`src/rtl/fmap_flatten.sv`:
```
// rtl/fmap_flatten.sv - capture a pooled 3-channel feature map, replay it as a channel-major ready/valid stream
// Optional FMAP_PINGPONG_EN: two storage banks so a new frame can fill while the previous one drains.
module fmap_flatten #(
    parameter int DATA_BITS = 12,
    parameter int MAP_W     = 6,
    parameter int MAP_H     = 6
) (
    input  logic                        clk,
    input  logic                        rst,
    input  logic signed [DATA_BITS-1:0] in0,
    input  logic signed [DATA_BITS-1:0] in1,
    input  logic signed [DATA_BITS-1:0] in2,
    input  logic                        valid_in,
    output logic signed [DATA_BITS-1:0] out_data,
    output logic [7:0]                  out_index,
    output logic                        out_valid,
    input  logic                        out_ready,
    output logic                        out_last,
    output logic                        frame_done,
    output logic                        overflow
);
    localparam int N  = MAP_W * MAP_H;
    localparam int F  = 3 * N;
`ifdef FMAP_PINGPONG_EN
    localparam int NB = 2;
`else
    localparam int NB = 1;
`endif
    localparam int PW = $clog2(N);
    localparam int AW = $clog2(NB * N);

    typedef enum logic {S_FILL, S_DRAIN} state_t;
    state_t state, state_nx;

    logic signed [DATA_BITS-1:0] mem0 [NB*N];
    logic signed [DATA_BITS-1:0] mem1 [NB*N];
    logic signed [DATA_BITS-1:0] mem2 [NB*N];

    logic [PW-1:0]               wr_cnt;
    logic [PW-1:0]               rd_pix;
    logic [1:0]                  rd_ch;
    logic [7:0]                  rd_cnt;
    logic                        wr_bank;
    logic                        rd_bank;
    logic                        accept;
    logic                        wr_en;
    logic                        wr_done;
    logic                        drain_go;
    logic                        hs;
    logic                        ld_en;
    logic                        fin;
    logic                        ovf_set;
    logic [AW-1:0]               wr_addr;
    logic [AW-1:0]               rd_addr;
    logic signed [DATA_BITS-1:0] rd_word;

`ifdef FMAP_PINGPONG_EN
    logic [1:0] bank_full;

    // Banks fill and drain in the same A,B,A,... order, so an idle drain side always points at the bank being filled.
    always_ff @(posedge clk) begin
        if (rst) begin
            bank_full <= '0;
            wr_bank   <= 1'b0;
            rd_bank   <= 1'b0;
        end else begin
            if (wr_done) begin
                bank_full[wr_bank] <= 1'b1;
                wr_bank            <= ~wr_bank;
            end
            if (fin) begin
                bank_full[rd_bank] <= 1'b0;
                rd_bank            <= ~rd_bank;
            end
        end
    end

    assign accept   = ~bank_full[wr_bank];
    assign drain_go = wr_done | bank_full[rd_bank];
`else
    assign wr_bank  = 1'b0;
    assign rd_bank  = 1'b0;
    assign accept   = (state == S_FILL);
    assign drain_go = wr_done;
`endif

    assign wr_addr = (wr_bank ? AW'(N) : AW'(0)) + AW'(wr_cnt);
    assign rd_addr = (rd_bank ? AW'(N) : AW'(0)) + AW'(rd_pix);

    always_ff @(posedge clk) begin
        if (wr_en) begin
            mem0[wr_addr] <= in0;
            mem1[wr_addr] <= in1;
            mem2[wr_addr] <= in2;
        end
    end

    always_comb begin
        rd_word = mem0[rd_addr];
        if (rd_ch == 2'd1)
            rd_word = mem1[rd_addr];
        else if (rd_ch == 2'd2)
            rd_word = mem2[rd_addr];
    end

    always_ff @(posedge clk) begin
        if (rst)
            state <= S_FILL;
        else
            state <= state_nx;
    end

    always_comb begin
        state_nx = state;
        case (state)
            S_FILL:  if (drain_go) state_nx = S_DRAIN;
            S_DRAIN: if (fin)      state_nx = S_FILL;
            default: state_nx = S_FILL;
        endcase
    end

    // Output register is loaded on drain entry and again on every non-final handshake (prefetch).
    always_comb begin
        hs      = out_valid & out_ready;
        wr_en   = valid_in & accept;
        ovf_set = valid_in & ~accept;
        wr_done = wr_en & (wr_cnt == PW'(N - 1));
        ld_en   = 1'b0;
        fin     = 1'b0;
        if (state == S_DRAIN) begin
            ld_en = ~out_valid | (hs & ~out_last);
            fin   = hs & out_last;
        end
    end

    always_ff @(posedge clk) begin
        if (rst) begin
            out_data   <= '0;
            out_index  <= '0;
            out_valid  <= 1'b0;
            out_last   <= 1'b0;
            frame_done <= 1'b0;
            overflow   <= 1'b0;
            wr_cnt     <= '0;
            rd_cnt     <= '0;
            rd_ch      <= '0;
            rd_pix     <= '0;
        end else begin
            frame_done <= fin;
            if (ovf_set)
                overflow <= 1'b1;
            if (wr_en)
                wr_cnt <= wr_done ? '0 : wr_cnt + PW'(1);
            if (ld_en) begin
                out_data  <= rd_word;
                out_index <= rd_cnt;
                out_last  <= (rd_cnt == 8'(F - 1));
                out_valid <= 1'b1;
                if (rd_cnt == 8'(F - 1)) begin
                    rd_cnt <= '0;
                    rd_ch  <= '0;
                    rd_pix <= '0;
                end else begin
                    rd_cnt <= rd_cnt + 8'd1;
                    if (rd_pix == PW'(N - 1)) begin
                        rd_pix <= '0;
                        rd_ch  <= rd_ch + 2'd1;
                    end else begin
                        rd_pix <= rd_pix + PW'(1);
                    end
                end
            end else if (fin) begin
                out_valid <= 1'b0;
                out_last  <= 1'b0;
            end
        end
    end

endmodule

```
`config.mk`:
```
export PLATFORM = sky130hd
export DESIGN_NAME = fmap_flatten
export DESIGN_NICKNAME = d
export VERILOG_FILES = /design/src/rtl/fmap_flatten.sv
export SDC_FILE = /design/constraint.sdc
export NUM_CORES = 1
export LEC_CHECK = 0
export BUFFER_PORTS_ARGS = -buffer_cell sky130_fd_sc_hd__buf_2
export CAP_MARGIN = 40
export CORE_MARGIN = 2
export CORE_UTILIZATION = 55
export DETAILED_ROUTE_END_ITERATION = 6
export MAX_ROUTING_LAYER = met4
export PLACE_DENSITY = 0.8
export SLEW_MARGIN = 20
export SYNTH_ARGS = -nofsm -noshare
export SYNTH_HDL_FRONTEND = slang
export SYNTH_SLANG_ARGS = --single-unit
```
`constraint.sdc`:
```
create_clock -name clk -period 7 [get_ports clk]
set_input_delay 1.4 -clock clk [delete_from_list [all_inputs] [get_ports clk]]
set_output_delay 1.4 -clock clk [all_outputs]
set_load 0.005 [all_outputs]
```
# Word-level counts from Yosys, hierarchy flattened
# Memories as Yosys holds them, arrays and structs flattened. A register that Yosys moved wholly into a read port is not among the register bits.
# Index checks and enable logic that the tools add are counted.
[totals] reg_bits=47 ram_bits=1296 inputBits=40 n_memories=3
[op_classes] n_addsub=4 eq_ne=5 muxes=24 bitwise=10 reduce_logical=3
[mem_list] name="mem0" words=36 word_bits=12 rd=1 rd_clocked_by_memory_dff=1 write_ports=1 line="35" text="logic signed [DATA_BITS-1:0] mem0 [NB*N];"
[mem_list] name="mem1" words=36 word_bits=12 rd=1 rd_clocked_by_memory_dff=1 write_ports=1 line="36" text="logic signed [DATA_BITS-1:0] mem1 [NB*N];"
[mem_list] name="mem2" words=36 word_bits=12 rd=1 rd_clocked_by_memory_dff=1 write_ports=1 line="37" text="logic signed [DATA_BITS-1:0] mem2 [NB*N];"
[ops] cell="2-to-1 mux 6 bit" n=9
[ops] cell="2-to-1 mux 12 bit" n=2
[ops] cell="adder 6 x 1 -> 6 bit (second input constant)" n=2
[ops] cell="== test 6 bit (second input constant)" n=2
[ops] cell="2-to-1 mux 1 bit" n=9
[ops] cell="adder 8 x 1 -> 8 bit (second input constant)" n=1
[ops] cell="== test 8 x 7 -> 1 bit (second input constant)" n=1
[ops] cell="2-to-1 mux 8 bit" n=1
[ops] cell="AND 1 bit" n=6
[ops] cell="2-to-1 mux 2 bit" n=2
[ops] cell="nonzero test 2 bit" n=2
[ops] cell="NOT 1 bit" n=3
[ops] cell="adder 2 x 1 -> 2 bit (second input constant)" n=1
[ops] cell="== test 2 x 1 -> 1 bit (second input constant)" n=1
[ops] cell="== test 2 bit (second input constant)" n=1
[ops] cell="one-hot mux 1 bit (2 select lines)" n=1
[ops] cell="AND reduction 2 bit" n=1
[ops] cell="OR 1 bit" n=1

# Logic depth before layout (Yosys ltp)
[depth] word_depth=6 ltp_mapped=12 mapped_depth_nobuf=8

# Worst setup path after synthesis
# No wires, ideal clock.
[synth_timing] kind="in2reg" start="in valid_in" end="mem mem0[15][0] (enable)" arrival_ps=3488 required_ps=6571 slack_ps=3083 cell_stages=4 path_buffers=0 path_cell_list="nand2b_1 nor2_1 nand3b_1 nor2_1"
[synth_via] elab_chain_len=3
[synth_rtl] element="start, declared" line="13" text="input logic valid_in,"
[synth_rtl] element="AND 1 bit" line="125" text="wr_en = valid_in & accept;"
[synth_rtl] element="2-to-1 mux 1 bit" line="91" text="if (wr_en) begin"
[synth_rtl] element="2-to-1 mux 1 bit (implied by the code)" line="92" text="mem0[wr_addr] <= in0;"
[synth_rtl] element="end, declared" line="35"
# Every way passes these cells.

==> impl_metrics.ini <==
[synth]
avgSynthCellArea_um2 = 21.65
synth_top_cell_area_share_pct = 75.03
synth_warnings = 0
yosysSeqAreaShare_pct = 77.07
synthFlopType = edfxtp_1
synth_edf_count = 1296
ys_top_cells_by_area = edfxtp_1, mux4_2, dfxtp_1, mux2i_1, a22oi_1
synthArstFlopShare_pct = 0
synth_top_area_cell = edfxtp_1
syn-num-nets = 2441
synthDistinctLibCells = 68
synthesis.area_um2 = 51870
ys_seq_elements = 1349
netlist_instances = 2396

[finish]
synthToLayoutAreaGrowth_pct = 12.60
nets = 2570
stdcell_count = 3887
drive_gt1_share_pct = 26.52
postLayoutCoreUtil_pct = 62.58

[route]
vias = 26570
wl_per_cell_um = 34.73
drtPass1Iterations = 7
drt-total-wl_um = 135000
ant_nets = 0
drt-vias-per-instance = 6.835
drt_iter0_drc = 4473
remaining_drc_errors = 0

[power]
leakagePower_uw = 0.01766
power_density_nw_per_um2 = 270.0
vdd.ir_drop.worst_mv = 0.2134
finalPower_uw = 15770

[setup_path]
arrival_ns = 4.58
crit_path_end_kind = flop
path_cells = buf_12 > mux4_2 > a22oi_1 > a31oi_1 > a2111oi_0 > buf_1 > o31ai_1
critical_path.max_stage_delay_ns = 0.80
startpoint_type = flop
required_ns = 7.60
crit_slowest_cell = dfxtp_4
critical_path.top_delay_family = compound AO/OA/AOI/OAI gates
critical_path.max_fanout = 104
path_buf_inv = 2
worstSetupPathType = flop to flop

[clock_network]
post_cts_buffers = 0
insertion_delay_ns = 0.73
cts_tree = yes
ctsResizeCount = 0
path_clk_slew_ns = 0.06
cts_inserted_buffers = 120
cts-root-buf = clkbuf_16
cts_sinks = 1349
cts_htree_levels = 3
cts_hold_buf = 0
cts_max_path_buffers = 3

[sta]
fin_crit_sh_pct = 56.88
slew_headroom_pct = 33.05
rsz0062_at_grt = false
setup_violations = 0
skew_ns = 0.04042
setup_tns_ns = 0
final.min_clock_period_ns = 3.982
drv_slew = 0
worst_slew_pin_slew_ns = 1.004
fmax_mhz = 251.1
hold_viol = 0

[global_route]
antenna_found_initial = 5
grt_pass1_wl_um = 193400
overflow = 0
grt_pass1_vias = 26750
grt_max_degree = 105
grt_util_all_layers_pct = 28.84

[floorplan]
rows = 112
die_h_um = 311.1
io_pins = 64
die-area_um2 = 96780
start_util_pct = 55.58
die_x_um = 311.1
design.core.area_um2 = 93330

[status]
status = finished, final reports clean

[place]
numPortBuffers = 63
gp_congestion = 0.9565
dp.cells = 3653
dp_hpwl_um = 81200

[min_path]
hold_class = flop to flop

[flow_run]
cap_violations = 0
## final cells by class
type,count,area (um2)
fill,5893,34920
clock buffer,160,3311
sequential,1349,39990
tap,1254,1569
clock inverter,65,644.4
multi-input combinational,907,11250
inverter,8,30.03
antenna,5,12.51
timing repair buffer,139,1597
## logic make-up after synthesis
| kind of cell | synth area share, % |
|---|---|
| DFF | 77.07 |
| muxes | 15.36 |
| and+or+nand+nor | 2.378 |
| AOI/OAI and AO/OA | 3.095 |
| buffers and inverters | 1.775 |
| xor gates and xnor gates | 0.2026 |
| adders and majority gates | 0.1206 |
## layer usage
metal / global-route usage, % / share of wire, %
met1: 35.17 / 33
met2: 45.40 / 49
met3: 5.619 / 11
met4: 16.91 / 7.2
met5: - / 0
## registers in the layout (all words and copies together) (netlist names), named ones only
register,cells
frame_done,1
mem0,432
mem1,432
mem2,432
out_data,12
out_index,8
out_last,1
out_valid,1
overflow,1
rd_ch,2
rd_cnt,8
rd_pix,6
state,1
wr_cnt,6
## cells in the mapped netlist, drive strengths merged (9+ instances only)
library cell and number:
a221oi 11, nand4 12, nor3 18, edfxtp 1296
a22oi 51, mux2 15, o21ai 32, dfxtp 53
mux4 314, nand2 69, nand3 23, nor2b 17
buf 94, clkbuf 38, a2111oi 9, mux2i 72
nor2 92, a211oi 10, a31oi 12, a21oi 35
## worst min-delay path, stage by stage, from the launching register on
cell and delay, ns:
dfxtp_1 0.32, nand2_1 0.05, a21oi_1 0.05
## stage by stage
stage                     hold WS, ns  area (um2)  setup slack [ns]
final                          0.4704       58410             3.018
after global routing           0.4904       58400             2.959
after CTS                      0.4636       58340             3.177
after detailed placement       0.4501       54380             2.565
after global placement         0.4426       53470             2.520
after floorplan                0.4426       51870             3.083
## where the power goes
| part | internal [uW] | switching, uW |
|---|---|---|
| clock | 3730 | 2890 |
| combinational | 49.8 | 213 |
| sequential | 8870 | 12.1 |
## cell usage in the layout, fill, tap and decap left out, types with 25 or more instances in the layout
cell       count
a21oi_1       35
buf_2         63
nand2_1       69
clkbuf_16    122
dfxtp_1       48
nor2_4        36
mux4_2       313
buf_4         29
o21ai_0       25
edfxtp_1    1296
a22oi_1       51
mux2i_1       72
nor2_1        55
## final timing paths
kind / startpoint / endpoint / slack [ns] / cells past startpoint
hold reg to reg: out_index[3] / out_index[3] / 0.47 / 2
setup / recovery: flop / out_data[3] / 3.02 / 7
setup reg to reg: flop / out_data[3] / 3.02 / 7
hold / removal: out_index[3] / out_index[3] / 0.47 / 2
(Power assumes the default switching activity.)
